`config.mk`:
```
export PLATFORM = sky130hd
export DESIGN_NAME = game_countdown
export DESIGN_NICKNAME = d
export VERILOG_FILES = /design/src/rtl/game_countdown_pkg.sv /design/src/rtl/game_countdown_tick_sync.sv /design/src/rtl/game_countdown.sv
export SDC_FILE = /design/constraint.sdc
export NUM_CORES = 1
export LEC_CHECK = 0
export CORE_UTILIZATION = 50
export CTS_BUF_LIST = sky130_fd_sc_hd__clkbuf_16
export CTS_CLUSTER_DIAMETER = 100
export DETAILED_ROUTE_END_ITERATION = 8
export DONT_BUFFER_PORTS = 1
export PLACE_DENSITY_LB_ADDON = 0.1
export SYNTH_ARGS = -nofsm -noshare
export SYNTH_HDL_FRONTEND = slang
export SYNTH_SLANG_ARGS = --single-unit
```
`constraint.sdc`:
```
create_clock -name global_clk -period 2.1 [get_ports global_clk]
set_input_delay 0.315 -clock global_clk [delete_from_list [all_inputs] [get_ports global_clk]]
set_output_delay 0.315 -clock global_clk [all_outputs]
set_load 0.01 [all_outputs]
```
`src/rtl/game_countdown_pkg.sv`:
```
// Shared definitions for the game status FSM and the countdown sequencer.
package game_countdown_pkg;

  typedef enum logic [2:0] {
    STAT_NORMAL       = 3'b000,
    STAT_MENU         = 3'b001,
    STAT_SETUP        = 3'b010,
    STAT_SCORE        = 3'b011,
    STAT_GAME_INITIAL = 3'b100,
    STAT_GAME_CNTDOWN = 3'b101,
    STAT_GAME_ING     = 3'b110,
    STAT_GAME_OVER    = 3'b111
  } stat_e;

  typedef enum logic [2:0] {
    ST_IDLE     = 3'd0,
    ST_CLEAR    = 3'd1,
    ST_WAIT_CNT = 3'd2,
    ST_COUNT    = 3'd3,
    ST_GO       = 3'd4,
    ST_HOLD     = 3'd5
  } cd_state_e;

  localparam logic [3:0] CNT_BLANK = 4'hF;

  function automatic logic stat_in_cnt_set(stat_e s);
    return (s == STAT_GAME_INITIAL) || (s == STAT_GAME_CNTDOWN);
  endfunction

endpackage

```
`src/rtl/game_countdown_tick_sync.sv`:
```
// Two-flop synchroniser plus rising-edge detector; tick is one clk cycle wide.
module game_countdown_tick_sync (
  input  logic clk,
  input  logic rst_n,
  input  logic async_in,
  output logic tick
);

  logic s1_q, s2_q, prev_q;

  always_ff @(posedge clk or negedge rst_n) begin
    if (!rst_n) begin
      s1_q   <= 1'b0;
      s2_q   <= 1'b0;
      prev_q <= 1'b0;
    end else begin
      s1_q   <= async_in;
      s2_q   <= s1_q;
      prev_q <= s2_q;
    end
  end

  assign tick = s2_q & ~prev_q;

endmodule

```
`src/rtl/game_countdown.sv`:
```
// Countdown sequencer between the game status FSM and the playfield/display.
// state    | meaning
// IDLE     | waiting for GAME_INITIAL
// CLEAR    | clr_req high, waiting for clr_ack or timeout
// WAIT_CNT | board cleared, waiting for GAME_CNTDOWN
// COUNT    | digit decrements once per game_clk tick
// GO       | "GO" shown for GO_TICKS ticks
// HOLD     | countdown finished, parked until the game leaves play
module game_countdown
  import game_countdown_pkg::*;
#(
  parameter int COUNT_START = 3,
  parameter int GO_TICKS    = 1,
  parameter int CLR_TIMEOUT = 1023
) (
  input  logic       global_clk,
  input  logic       rst_n,
  input  logic [2:0] stat_in,
  input  logic       game_clk,
  input  logic       clr_ack,
  output logic       clr_req,
  output logic       init_done,
  output logic       cnt_done,
  output logic [3:0] cnt_digit,
  output logic       cnt_go,
  output logic       cnt_active
);

  localparam int TO_W = $clog2(CLR_TIMEOUT + 1);
  localparam int GO_W = $clog2(GO_TICKS + 1);
  localparam logic [TO_W-1:0] TO_MAX      = TO_W'(CLR_TIMEOUT);
  localparam logic [GO_W-1:0] GO_LAST     = GO_W'(GO_TICKS - 1);
  localparam logic [3:0]      DIGIT_START = 4'(COUNT_START);

  cd_state_e       state_q, state_d;
  logic            clr_req_q, clr_req_d;
  logic            init_done_q, init_done_d;
  logic            cnt_done_q, cnt_done_d;
  logic [3:0]      digit_q, digit_d;
  logic            go_q, go_d;
  logic            active_q, active_d;
  logic [TO_W-1:0] to_q, to_d;
  logic [GO_W-1:0] go_cnt_q, go_cnt_d;
  logic            tick;
  logic            abort;
  stat_e           stat;

  assign stat = stat_e'(stat_in);

  game_countdown_tick_sync u_tick_sync (
    .clk      (global_clk),
    .rst_n    (rst_n),
    .async_in (game_clk),
    .tick     (tick)
  );

  always_comb begin
    abort = 1'b0;
    case (state_q)
      ST_CLEAR:                     abort = (stat != STAT_GAME_INITIAL);
      ST_WAIT_CNT, ST_COUNT, ST_GO: abort = !stat_in_cnt_set(stat);
      default:                      abort = 1'b0;
    endcase
  end

  always_comb begin
    state_d     = state_q;
    clr_req_d   = clr_req_q;
    init_done_d = 1'b0;
    cnt_done_d  = 1'b0;
    digit_d     = digit_q;
    go_d        = go_q;
    to_d        = to_q;
    go_cnt_d    = go_cnt_q;

    // Abort outranks any tick or clr_ack seen in the same cycle.
    if (abort) begin
      state_d   = ST_IDLE;
      clr_req_d = 1'b0;
      digit_d   = CNT_BLANK;
      go_d      = 1'b0;
    end else begin
      case (state_q)
        ST_IDLE: begin
          if (stat == STAT_GAME_INITIAL) begin
            state_d   = ST_CLEAR;
            clr_req_d = 1'b1;
            to_d      = '0;
          end
        end
        ST_CLEAR: begin
          if (clr_ack || (to_q == TO_MAX)) begin
            state_d     = ST_WAIT_CNT;
            clr_req_d   = 1'b0;
            init_done_d = 1'b1;
          end else begin
            to_d = to_q + 1'b1;
          end
        end
        ST_WAIT_CNT: begin
          if (stat == STAT_GAME_CNTDOWN) begin
            go_cnt_d = '0;
            if (COUNT_START == 0) begin
              state_d = ST_GO;
              digit_d = 4'd0;
              go_d    = 1'b1;
            end else begin
              state_d = ST_COUNT;
              digit_d = DIGIT_START;
            end
          end
        end
        ST_COUNT: begin
          if (tick) begin
            if (digit_q <= 4'd1) begin
              state_d = ST_GO;
              digit_d = 4'd0;
              go_d    = 1'b1;
            end else begin
              digit_d = digit_q - 4'd1;
            end
          end
        end
        ST_GO: begin
          if (tick) begin
            if (go_cnt_q == GO_LAST) begin
              state_d    = ST_HOLD;
              go_d       = 1'b0;
              digit_d    = CNT_BLANK;
              cnt_done_d = 1'b1;
            end else begin
              go_cnt_d = go_cnt_q + 1'b1;
            end
          end
        end
        ST_HOLD: begin
          if ((stat != STAT_GAME_CNTDOWN) && (stat != STAT_GAME_ING)) begin
            state_d = ST_IDLE;
          end
        end
        default: state_d = ST_IDLE;
      endcase
    end

    active_d = (state_d != ST_IDLE);
  end

  always_ff @(posedge global_clk or negedge rst_n) begin
    if (!rst_n) begin
      state_q     <= ST_IDLE;
      clr_req_q   <= 1'b0;
      init_done_q <= 1'b0;
      cnt_done_q  <= 1'b0;
      digit_q     <= CNT_BLANK;
      go_q        <= 1'b0;
      active_q    <= 1'b0;
      to_q        <= '0;
      go_cnt_q    <= '0;
    end else begin
      state_q     <= state_d;
      clr_req_q   <= clr_req_d;
      init_done_q <= init_done_d;
      cnt_done_q  <= cnt_done_d;
      digit_q     <= digit_d;
      go_q        <= go_d;
      active_q    <= active_d;
      to_q        <= to_d;
      go_cnt_q    <= go_cnt_d;
    end
  end

  assign clr_req    = clr_req_q;
  assign init_done  = init_done_q;
  assign cnt_done   = cnt_done_q;
  assign cnt_digit  = digit_q;
  assign cnt_go     = go_q;
  assign cnt_active = active_q;

endmodule

```
==> load_flow_metrics.sql <==
INSERT INTO impl_metrics (metric_group, metric, value, unit) VALUES
('yosys', 'syn-num-nets', '176', ''),
('floorplan', 'rows', '19', ''),
('setup_path', 'timing.rr.start', 'state_q[1]', ''),
('setup_path', 'timing.reg2reg.setup_slack', '0.11', 'ns'),
('final_layout', 'drive_above_1_share', '16.07', '%'),
('power', 'power.share.sequential', '43.2', '%'),
('timing', 'fin_worst_hold_slack', '0.07393', 'ns'),
('setup_path', 'timing.critical_path.arrival', '2.18', 'ns'),
('route', 'antenna_left', '0', ''),
('yosys', 'syn-mean-instance-area', '9.316', 'µm²'),
('worst_hold_path', 'min_to', 'u_tick_sync.s1_q', ''),
('route', 'drt_pass1_iterations', '6', ''),
('power', 'internal_power', '952.0', 'µW'),
('placed_design', 'placed_area', '1580', 'µm²'),
('power', 'worst_ir_drop_vdd', '0.0003601', 'V'),
('timing', 'fin_skew', '0.001657', 'ns'),
('power', 'leakage', '0.7158', 'nW'),
('final_layout', 'multi_input_area', '862.1', 'µm²'),
('timing', 'fin_crit', '1.994', 'ns'),
('setup_path', 'worst-setup-path-type', 'flip-flop to flip-flop', ''),
('placed_design', 'portbufs', '0', ''),
('timing', 'finalHoldViolations', '0', ''),
('timing', 'worst_slew_margin_rel', '44.49', '%'),
('floorplan', 'design.core.area', '2853', 'µm²'),
('clock_network', 'ctsHtreeMaxLevel', '1', ''),
('timing', 'setup-violations-final', '0', ''),
('power', 'total_power', '1.451', 'mW'),
('yosys', 'yosysSeqAreaShare', '40.78', '%'),
('route', 'avgViaCountPerCell', '6.497', ''),
('global_routing', 'grt_use_total', '23.62', '%'),
('placed_design', 'worst_slack_after_detailed_placement', '0.09040', 'ns'),
('floorplan', 'die_h', '57.62', 'µm'),
('floorplan', 'chipWidth', '57.62', 'µm'),
('final_layout', 'fin_util', '59.61', '%'),
('setup_path', 'r2r_end', 'to_q[9]', ''),
('route', 'routed_wl', '3.425', 'mm'),
('route', 'dr_vias', '1293', ''),
('clock_network', 'cts_inserted_buffers', '3', ''),
('worst_hold_path', 'hp-class', 'primary input to flip-flop', ''),
('floorplan', 'start_util', '54.21', '%'),
('global_routing', 'antenna_found_initial', '0', ''),
('floorplan', 'top_level_ports', '16', ''),
('final_layout', 'n_antenna_cell', '0', ''),
('route', 'detailed_route_wire_length_per_cell', '17.21', 'µm'),
('global_routing', 'wire_length_of_the_first_global_routing_pass', '5.851', 'mm'),
('yosys', 'ys.warnings.count', '0', ''),
('timing', 'slew_viol_final', '0', ''),
('clock_network', 'clkTransAtPathRegs', '0.07', 'ns'),
('setup_path', 'worst_ep_required_time', '2.28', 'ns'),
('power', 'swShare', '34.40', '%'),
('clock_network', 'cts_tree', 'yes', ''),
('clock_network', 'cts_max_path_buffers', '2', ''),
('yosys', 'synth_seq_cells', '25', ''),
('final_layout', 'final_area', '1700', 'µm²'),
('timing', 'rsz0062_at_grt', 'yes', ''),
('final_layout', 'layout-area-overhead-vs-synth', '9.951', '%'),
('global_routing', 'grt_start_max_net_pins', '26', ''),
('outcome', 'status', 'finished, violations left', ''),
('clock_network', 'post_cts.repair.setup_buffers', '0', ''),
('worst_hold_path', 'beginning_of_the_worst_hold_path', 'game_clk', ''),
('setup_path', 'slowest_stage', 'sky130_fd_sc_hd__or4b_4', ''),
('final_layout', 'fin_nets', '179', ''),
('placed_design', 'place.gp.congestion', '0.8606', ''),
('job', 'maxCapViolCount', '0', ''),
('clock_network', 'clock_tree.root_cell', 'sky130_fd_sc_hd__clkbuf_16', ''),
('outcome', 'failing_checks', 'DRC', ''),
('setup_path', 'endpoint_kind', 'flip-flop', ''),
('clock_network', 'clock_sinks', '25', ''),
('global_routing', 'grt_pass1_vias', '1219', ''),
('route', 'drcViolationCount', '3', ''),
('worst_hold_path', 'min_path_cells', '0', '');
==> power groups by stage <==
stage / Sequential (mW) / Clock, mW / Combinational, mW
after floorplan: 0.605 / 0 / 0.292
after global placement: 0.632 / 0 / 0.349
after detailed placement: 0.632 / 0 / 0.360
after CTS: 0.624 / 0.447 / 0.378
after global routing: 0.638 / 0.471 / 0.423
final: 0.627 / 0.445 / 0.379
==> repair_timing <==
item / in CTS / in global routing
resized for setup: 0 / 1
endpoints found under the setup margin: 0 / 3
hold buffers: 2 / 0
hold endpoints to repair: 25 / 0
==> per-layer routing <==
| layer | track usage (%) | vias up | part of all wire [%] |
|---|---|---|---|
| met5 | 0 | - | 0 |
| met4 | 6.969 | 0 | 1.1 |
| met3 | 6.473 | 4 | 8.6 |
| met2 | 34.88 | 47 | 43 |
| met1 | 34.06 | 605 | 47 |
| li1 | - | 637 | - |
==> cell usage after synthesis (4+ instances only) <==
master	number	share of area (%)
sky130_fd_sc_hd__o21ai_0	9	2.9
sky130_fd_sc_hd__nor3_1	7	2.3
sky130_fd_sc_hd__a21oi_1	5	1.6
sky130_fd_sc_hd__nand2_1	13	3.2
sky130_fd_sc_hd__dfstp_2	4	6.8
sky130_fd_sc_hd__mux2i_1	6	3.9
sky130_fd_sc_hd__inv_1	5	1.2
sky130_fd_sc_hd__o211ai_1	4	1.9
sky130_fd_sc_hd__or2_2	4	1.6
sky130_fd_sc_hd__nor2_1	8	1.9
sky130_fd_sc_hd__clkbuf_1	6	1.5
sky130_fd_sc_hd__nand3_1	5	1.6
sky130_fd_sc_hd__dfrtp_1	21	34
sky130_fd_sc_hd__nand2b_1	8	3.2
==> state kept, by name (all words and copies together), names as in the netlist <==
signal / count
to_q: 10
cnt_digit: 4
state_q: 3
clr_req: 1
cnt_active: 1
cnt_done: 1
cnt_go: 1
init_done: 1
u_tick_sync.prev_q: 1
u_tick_sync.s1_q: 1
u_tick_sync.s2_q: 1
==> placed cells by master (no fill, tap or decap), types with 4 or more instances in the layout <==
| master | Yosys | routed |
|---|---|---|
| sky130_fd_sc_hd__a21oi_1 | 5 | 5 |
| sky130_fd_sc_hd__buf_4 | 0 | 5 |
| sky130_fd_sc_hd__dfrtp_1 | 21 | 21 |
| sky130_fd_sc_hd__dfstp_2 | 4 | 4 |
| sky130_fd_sc_hd__inv_1 | 5 | 5 |
| sky130_fd_sc_hd__mux2i_1 | 6 | 6 |
| sky130_fd_sc_hd__nand2_1 | 13 | 13 |
| sky130_fd_sc_hd__nand2b_1 | 8 | 8 |
| sky130_fd_sc_hd__nand3_1 | 5 | 5 |
| sky130_fd_sc_hd__nor2_1 | 8 | 8 |
| sky130_fd_sc_hd__nor3_1 | 7 | 7 |
| sky130_fd_sc_hd__o211ai_1 | 4 | 4 |
| sky130_fd_sc_hd__o21ai_0 | 9 | 9 |
| sky130_fd_sc_hd__or2_2 | 4 | 4 |
==> worst max path at each step <==
| stage | start | slack, ns | to |
|---|---|---|---|
| floorplan | state_q[1] | 0.11 | to_q[7] |
| global placement | state_q[2] | 0.16 | to_q[7] |
| detailed placement | state_q[2] | 0.09 | to_q[9] |
| CTS | state_q[2] | 0.08 | to_q[9] |
| global route | state_q[1] | -0.02 | to_q[9] |
| finish | state_q[1] | 0.11 | to_q[9] |
==> per-stage QoR <==
stage / std cells / TNS [ns]
5_1_grt: 199 / -0.01589
3_3_place_gp: 193 / 0
6_report: 199 / 0
4_1_cts: 199 / 0
2_1_floorplan: 166 / 0
3_5_place_dp: 193 / 0
==> kinds of logic (layout without fill, tap and decap cells) <==
| group | count (synthesis) | in the layout | synth area share, % |
|---|---|---|---|
| buffers and inverters | 14 | 16 | 3.964 |
| xor gates and xnor gates | 1 | 1 | 0.5664 |
| and+or+nand+nor | 71 | 71 | 26.54 |
| DFF | 25 | 25 | 40.78 |
| AOI/OAI and AO/OA | 46 | 46 | 21.84 |
| adders and majority gates | 3 | 3 | 2.427 |
| muxes | 6 | 6 | 3.884 |
==> critical path, delay by kind of cell, from the launching register on <==
family             cells  cell delay [ns]
and+or+nand+nor        2             0.85
AOI/OAI and AO/OA      1             0.42
DFF                    1             0.40
muxes                  1             0.24
==> cell type report <==
type                            instances  area share (%)
Multi-Input combinational cell        127           50.70
Inverter                                5           1.104
Sequential cell                        25           37.09
Timing Repair Buffer                    7           3.974
Clock inverter                          1          0.4415
Clock buffer                            3           4.415
Tap cell                               31           2.281
Note: power is estimated with default switching activity, not from simulation.
